[src/rtl/hazard_scoreboard_if.sv]
// rtl/hazard_scoreboard_if.sv - ID-stage request and hazard/forwarding response bundle for hazard_scoreboard
interface hazard_scoreboard_if #(
    parameter int REG_ADDR_W = 5,
    parameter int STAGES     = 3,
    parameter int CNT_W      = 16
);
    localparam int SEL_W = $clog2(STAGES + 1);

    // Instruction currently held in ID
    logic                  id_valid;
    logic [REG_ADDR_W-1:0] id_regS_addr;
    logic [REG_ADDR_W-1:0] id_regT_addr;
    logic                  id_use_regS;
    logic                  id_use_regT;
    logic [REG_ADDR_W-1:0] id_dst_reg;
    logic                  id_use_dst_reg;
    logic                  id_is_load;
    logic                  flush;
    logic                  hlt;

    // Scoreboard results
    logic                  stall;
    logic [SEL_W-1:0]      fwd_selS;
    logic [SEL_W-1:0]      fwd_selT;
    logic [STAGES-1:0]     inflight_valid;
    logic [CNT_W-1:0]      stall_count;

    // Decode side drives the instruction, reads back the hazard decision
    modport master (
        output id_valid, id_regS_addr, id_regT_addr, id_use_regS, id_use_regT,
        output id_dst_reg, id_use_dst_reg, id_is_load, flush, hlt,
        input  stall, fwd_selS, fwd_selT, inflight_valid, stall_count
    );

    // Scoreboard side
    modport slave (
        input  id_valid, id_regS_addr, id_regT_addr, id_use_regS, id_use_regT,
        input  id_dst_reg, id_use_dst_reg, id_is_load, flush, hlt,
        output stall, fwd_selS, fwd_selT, inflight_valid, stall_count
    );
endinterface

[src/rtl/hazard_scoreboard.sv]
// rtl/hazard_scoreboard.sv - in-flight destination scoreboard with stall and optional forwarding selects (HAZARD_FWD_EN)
module hazard_scoreboard #(
    parameter int REG_ADDR_W = 5,
    parameter int STAGES     = 3,
    parameter int CNT_W      = 16
) (
    input  logic                 clk,
    input  logic                 rst,
    hazard_scoreboard_if.slave   bus
);
    localparam int SEL_W = $clog2(STAGES + 1);
    localparam logic [CNT_W-1:0] CNT_ONE = {{(CNT_W-1){1'b0}}, 1'b1};
    localparam logic [CNT_W-1:0] CNT_MAX = {CNT_W{1'b1}};

    // Entry 0 is EX, entry STAGES-1 is WB
    logic [STAGES-1:0]                 ent_valid;
    logic [STAGES-1:0][REG_ADDR_W-1:0] ent_dst;
    logic [STAGES-1:0]                 ent_load;
    logic [CNT_W-1:0]                  count_q;

    logic              qual_s;
    logic              qual_t;
    logic [STAGES-1:0] match_s;
    logic [STAGES-1:0] match_t;
    logic              stall;
    logic              insert;
    logic [SEL_W-1:0]  sel_s;
    logic [SEL_W-1:0]  sel_t;

    // Register 0 never carries a hazard, and unused operands are ignored
    assign qual_s = bus.id_valid && bus.id_use_regS && (bus.id_regS_addr != '0);
    assign qual_t = bus.id_valid && bus.id_use_regT && (bus.id_regT_addr != '0);

    // Compare both sources against every tracked entry, WB included
    always_comb begin
        match_s = '0;
        match_t = '0;
        for (int i = 0; i < STAGES; i++) begin
            match_s[i] = qual_s && ent_valid[i] && (ent_dst[i] == bus.id_regS_addr);
            match_t[i] = qual_t && ent_valid[i] && (ent_dst[i] == bus.id_regT_addr);
        end
    end

`ifdef HAZARD_FWD_EN
    logic [SEL_W-1:0] hit_s;
    logic [SEL_W-1:0] hit_t;
    logic             lu_s;
    logic             lu_t;

    // Youngest match wins; a load still in EX cannot forward yet
    always_comb begin
        hit_s = '0;
        hit_t = '0;
        lu_s  = 1'b0;
        lu_t  = 1'b0;
        for (int i = STAGES - 1; i >= 0; i--) begin
            if (match_s[i]) begin
                hit_s = SEL_W'(i + 1);
                lu_s  = (i == 0) && ent_load[0];
            end
            if (match_t[i]) begin
                hit_t = SEL_W'(i + 1);
                lu_t  = (i == 0) && ent_load[0];
            end
        end
        sel_s = lu_s ? '0 : hit_s;
        sel_t = lu_t ? '0 : hit_t;
        stall = lu_s || lu_t;
    end
`else
    logic unused_load;

    // Without forwarding any in-flight writer of a source blocks issue
    always_comb begin
        sel_s = '0;
        sel_t = '0;
        stall = (|match_s) || (|match_t);
    end

    assign unused_load = ^ent_load;
`endif

    // A stalled or flushed instruction enters EX as a bubble
    assign insert = bus.id_valid && bus.id_use_dst_reg && (bus.id_dst_reg != '0)
                    && !stall && !bus.flush;

    // Advance the in-flight window and count stall cycles unless halted
    always_ff @(posedge clk) begin
        if (rst) begin
            ent_valid <= '0;
            ent_dst   <= '0;
            ent_load  <= '0;
            count_q   <= '0;
        end else if (!bus.hlt) begin
            for (int i = 1; i < STAGES; i++) begin
                ent_valid[i] <= ent_valid[i-1];
                ent_dst[i]   <= ent_dst[i-1];
                ent_load[i]  <= ent_load[i-1];
            end
            ent_valid[0] <= insert;
            ent_dst[0]   <= bus.id_dst_reg;
            ent_load[0]  <= insert && bus.id_is_load;
            if (stall && (count_q != CNT_MAX)) begin
                count_q <= count_q + CNT_ONE;
            end
        end
    end

    assign bus.stall          = stall;
    assign bus.fwd_selS       = sel_s;
    assign bus.fwd_selT       = sel_t;
    assign bus.inflight_valid = ent_valid;
    assign bus.stall_count    = count_q;

endmodule

[src/flat_wrapper.sv]
// flat-port wrapper written by rule: the top's interface ports become plain ports
module hazard_scoreboard_flat 
#(
    parameter int REG_ADDR_W = 5,
    parameter int STAGES     = 3,
    parameter int CNT_W      = 16
)
  (clk, rst, bus_id_valid, bus_id_regS_addr, bus_id_regT_addr, bus_id_use_regS, bus_id_use_regT, bus_id_dst_reg, bus_id_use_dst_reg, bus_id_is_load, bus_flush, bus_hlt, bus_stall, bus_fwd_selS, bus_fwd_selT, bus_inflight_valid, bus_stall_count);
  hazard_scoreboard_if #(.REG_ADDR_W(REG_ADDR_W), .STAGES(STAGES), .CNT_W(CNT_W)) bus_i ();
  input  logic clk;
  input  logic rst;
  input wire logic [$bits(bus_i.id_valid)-1:0] bus_id_valid;
  input wire logic [$bits(bus_i.id_regS_addr)-1:0] bus_id_regS_addr;
  input wire logic [$bits(bus_i.id_regT_addr)-1:0] bus_id_regT_addr;
  input wire logic [$bits(bus_i.id_use_regS)-1:0] bus_id_use_regS;
  input wire logic [$bits(bus_i.id_use_regT)-1:0] bus_id_use_regT;
  input wire logic [$bits(bus_i.id_dst_reg)-1:0] bus_id_dst_reg;
  input wire logic [$bits(bus_i.id_use_dst_reg)-1:0] bus_id_use_dst_reg;
  input wire logic [$bits(bus_i.id_is_load)-1:0] bus_id_is_load;
  input wire logic [$bits(bus_i.flush)-1:0] bus_flush;
  input wire logic [$bits(bus_i.hlt)-1:0] bus_hlt;
  output wire logic [$bits(bus_i.stall)-1:0] bus_stall;
  output wire logic [$bits(bus_i.fwd_selS)-1:0] bus_fwd_selS;
  output wire logic [$bits(bus_i.fwd_selT)-1:0] bus_fwd_selT;
  output wire logic [$bits(bus_i.inflight_valid)-1:0] bus_inflight_valid;
  output wire logic [$bits(bus_i.stall_count)-1:0] bus_stall_count;
  assign bus_i.id_valid = bus_id_valid;
  assign bus_i.id_regS_addr = bus_id_regS_addr;
  assign bus_i.id_regT_addr = bus_id_regT_addr;
  assign bus_i.id_use_regS = bus_id_use_regS;
  assign bus_i.id_use_regT = bus_id_use_regT;
  assign bus_i.id_dst_reg = bus_id_dst_reg;
  assign bus_i.id_use_dst_reg = bus_id_use_dst_reg;
  assign bus_i.id_is_load = bus_id_is_load;
  assign bus_i.flush = bus_flush;
  assign bus_i.hlt = bus_hlt;
  assign bus_stall = bus_i.stall;
  assign bus_fwd_selS = bus_i.fwd_selS;
  assign bus_fwd_selT = bus_i.fwd_selT;
  assign bus_inflight_valid = bus_i.inflight_valid;
  assign bus_stall_count = bus_i.stall_count;
  hazard_scoreboard #(.REG_ADDR_W(REG_ADDR_W), .STAGES(STAGES), .CNT_W(CNT_W)) u_core (.clk(clk), .rst(rst), .bus(bus_i));
endmodule
[config.mk]
export PLATFORM = sky130hd
export DESIGN_NAME = hazard_scoreboard_flat
export DESIGN_NICKNAME = d
export VERILOG_FILES = /design/src/rtl/hazard_scoreboard_if.sv /design/src/rtl/hazard_scoreboard.sv /design/src/flat_wrapper.sv
export SDC_FILE = /design/constraint.sdc
export NUM_CORES = 1
export LEC_CHECK = 0
export ABC_AREA = 0
export BUFFER_PORTS_ARGS = -buffer_cell sky130_fd_sc_hd__buf_2
export CORE_ASPECT_RATIO = 0.5
export CORE_MARGIN = 4
export CORE_UTILIZATION = 40
export CTS_CLUSTER_DIAMETER = 50
export DETAILED_ROUTE_END_ITERATION = 10
export PLACE_DENSITY = 0.61
export SYNTH_ARGS = -nofsm -noshare
export SYNTH_HDL_FRONTEND = slang
export SYNTH_SLANG_ARGS = --single-unit
[constraint.sdc]
create_clock -name clk -period 7.5 [get_ports clk]
set_clock_uncertainty 0.1 [all_clocks]
set_input_delay 1.5 -clock clk [delete_from_list [all_inputs] [get_ports clk]]
set_output_delay 1.5 -clock clk [all_outputs]
set_load 0.03 [all_outputs]
==> out/results.txt <==
Clock power frac: 48.3%
R2r worst-path depth: 8
Initial core utilization: 42.3%
Least-Margin Pin Slew: 0.776 ns
Total power: 0.438 mW
Fraction of layout cells with a size suffix above 1: 22.4%
Reg-to-reg critical path startpoint: u_core.bus.stall_count[0]$_SDFFE_PP0P_
EDFF count, synth: 0
Hold path startpoint: u_core.bus.stall_count[1]$_SDFFE_PP0P_
Vias/cell: 5.05
Post-Synth Simple-Gate Area: 20.0%
Layout Nets: 279
Sequential power share: 43.0%
Via count: 1620
Layout area overhead: 19.8%
Post-Synth XOR/XNOR Area: 17.9%
# setup viols final: 0
Cells on Worst Hold Path: 2
Drt drc: 0
CP max FO: 4
Max Cap Viol: 0
CTS Hold Bufs: 0
CP Data Arrival Time: 2.92 ns
Fin. max-slew vios: 0
Seq cells post-synth: 34
Die H: 56.9 µm
Detail Route Antenna Nets: 0
Yosys cell types: 40
I/O Buffers: 42
Reg clk slew, reported paths: 0.07 ns
Mapped Area: 0.00191 mm²
Clock Path Buffers: 2
Max IR drop VDD: 0.100 mV
Post-CTS sizing: 0
Hold Path Class: flip-flop to flip-flop
Worst Setup Start Kind: input port
Worst skew pair latency: 0.28 ns
DR iter-0 viols: 41
Diode count: 0
GRT Overall Usage: 16.0%
Switching power: 0.0960 mW
Final non-filler cell area: 0.00229 mm²
Worst slew margin: 48.0%
Hold Slack: 0.394 ns
Post-Place Worst Slack: 3.00 ns
FMAX: 221 MHz
Clock sinks: 34
First-pass GRT wire length: 7890 µm
Synth Area in Compound Gates: 12.3%
Root buf cell: clkbuf_8
# fillers: 464
RSZ-0062 raised after global routing: no
Seq/Total Area, Yosys: 35.6%
Sequence of cells on the critical path: buf_2, xor2_1, nor4_1, and3_1, nor3_1, o22ai_1, buf_2
Setup slack after layout: 2.98 ns
DR pass1 iterations: 4
Sw frac: 21.9%
Ys flop type: dfxtp_1
Fin. Hold Viols: 0
Initial antenna violation count: 0
R2R setup slack: 5.01 ns
Vias in the first global route: 1616
Post-Route WL: 4610 µm
Io pins: 48
Crit-path slowest cell: nor4_1
Top cell by count, worst path: buf_2
Period Utilization, post-route: 60.3%
DP Area: 0.00214 mm²
Clock buffer count from CTS: 5
Gate Count Post-Synth: 214
CP peak stage delay: 0.36 ns
Largest net degree at the start of global routing: 37
Post-synthesis mux area share: 8.91%
Dpl hpwl: 3400 µm
Gate power share: 8.8%
Ys async rst share: 0%
Synth warnings: 0
Power Density: 191 mW/mm²
Leakage Power: 1.00 nW
GPL Wtd Cong: 0.727
Status: finished clean
FF-to-FF End: u_core.bus.stall_count[7]$_SDFFE_PP0P_
Avg Inst Size Synth: 8.92 µm²
Final min period: 4.52 ns
Crit path required time: 5.90 ns
Die Area: 0.00601 mm²
Critical path class: input port to primary output
Rows: 17
Largest family of logic cells by synthesized area: simple AND/OR/NAND/NOR gates
Setup Fix Bufs, Post-CTS: 0
CP Capture Type: primary output
Die X-Extent: 106 µm
Clock H-tree levels: 2
Synth Area in Adders: 0.655%
TritonCTS clock tree: done
Cell internal pwr: 0.342 mW
Accumulated negative setup slack: 0 ns
Hold path endpoint: u_core.bus.stall_count[1]$_SDFFE_PP0P_
Drt wl/cell: 14.4 µm
Gr ovfl total: 0
Core area: 0.00451 mm²
[power groups by stage]
stage	registers [mW]	clock network (mW)	logic, mW
final	0.188	0.211	0.0384
after global routing	0.188	0.224	0.0424
after CTS	0.188	0.216	0.0385
after detailed placement	0.192	0	0.0381
after global placement	0.192	0	0.0375
after floorplan	0.191	0	0.0259
[synthesized netlist by cell type (4+ instances only)]
| cell type | n | area share (%) |
|---|---|---|
| nor3_1 | 5 | 1.3 |
| nor4_1 | 6 | 2.0 |
| dfxtp_1 | 34 | 36 |
| and3_1 | 7 | 2.3 |
| buf_4 | 4 | 1.6 |
| mux2i_1 | 17 | 8.9 |
| nand2_1 | 7 | 1.4 |
| nand3_1 | 7 | 1.8 |
| a21oi_1 | 8 | 2.1 |
| xor2_1 | 24 | 11 |
| nor2_1 | 31 | 6.1 |
| inv_1 | 4 | 0.79 |
| xnor2_1 | 15 | 6.9 |
[area by class of cell]
class                           count  area, µm²  area share (%)
Clock buffer                        6       82.6            3.61
Sequential cell                    34        681            29.8
Clock inverter                      2       60.1            2.63
Timing Repair Buffer               42        210            9.19
Inverter                            4       15.0           0.656
Multi-Input combinational cell    167       1160            50.5
Tap cell                           66       82.6            3.61
[metal layers]
| metal | wire (µm) | vias to the layer above | GRT usage [%] | part of all wire (%) |
|---|---|---|---|---|
| li1 | - | 818 | - | - |
| met4 | 21 | 0 | 3.32 | 0.46 |
| met3 | 212 | 2 | 4.59 | 4.6 |
| met2 | 2080 | 33 | 26.4 | 45 |
| met5 | 0 | - | 0 | 0 |
| met1 | 2300 | 767 | 20.8 | 50 |
[worst max-delay path: cells and delay by family]
| family | cells | cell delay [ns] |
|---|---|---|
| AO/OA/AOI/OAI | 1 | 0.22 |
| XOR/XNOR | 1 | 0.15 |
| buffers and inverters | 2 | 0.38 |
| AND/OR/NAND/NOR | 3 | 0.68 |
[per-stage QoR]
step | utilization, % | instances
after floorplan | - | 217
after global placement | 47.6 | 313
after detailed placement | 47.6 | 313
after CTS | 50.7 | 321
after global routing | 50.7 | 321
final | 50.7 | 321
[logic make-up after synthesis]
group                      count (synthesis)
buffers and inverters                     16
AOI/OAI and AO/OA                         30
other                                      1
DFF                                       34
muxes                                     17
xor gates and xnor gates                  39
and+or+nand+nor                           76
adders and majority gates                  1
[registers in the layout (all words and copies together), names as in the netlist]
signal	cells
u_core.ent_dst	15
u_core.bus.stall_count	16
u_core.bus.inflight_valid	3
[how the worst max path moves through the flow]
stage,cells past startpoint,slack (ns),startpoint,endpoint
floorplan,5,3.24,bus_id_regS_addr[0],bus_stall
global placement,7,3.05,bus_id_regS_addr[4],bus_stall
detailed placement,7,3.00,bus_id_regS_addr[4],bus_stall
CTS,7,2.99,bus_id_regS_addr[4],bus_stall
global route,7,2.89,bus_id_regT_addr[4],bus_stall
finish,7,2.98,bus_id_regS_addr[4],bus_stall
[layout by cell type, fill, tap and decap left out, drive strengths merged, types with 3 or more instances in the layout]
master and count:
or4 3, mux2i 17, a21oi 8, nor2 31, buf 42, xnor2 15
nand2 8, a2111oi 3, nor3 5, xor2 24, o21ai 3, inv 4
clkbuf 6, conb 4, and3 9, dfxtp 34, nand3 7, nor4 6
Note: power is estimated with default switching activity, not from simulation.
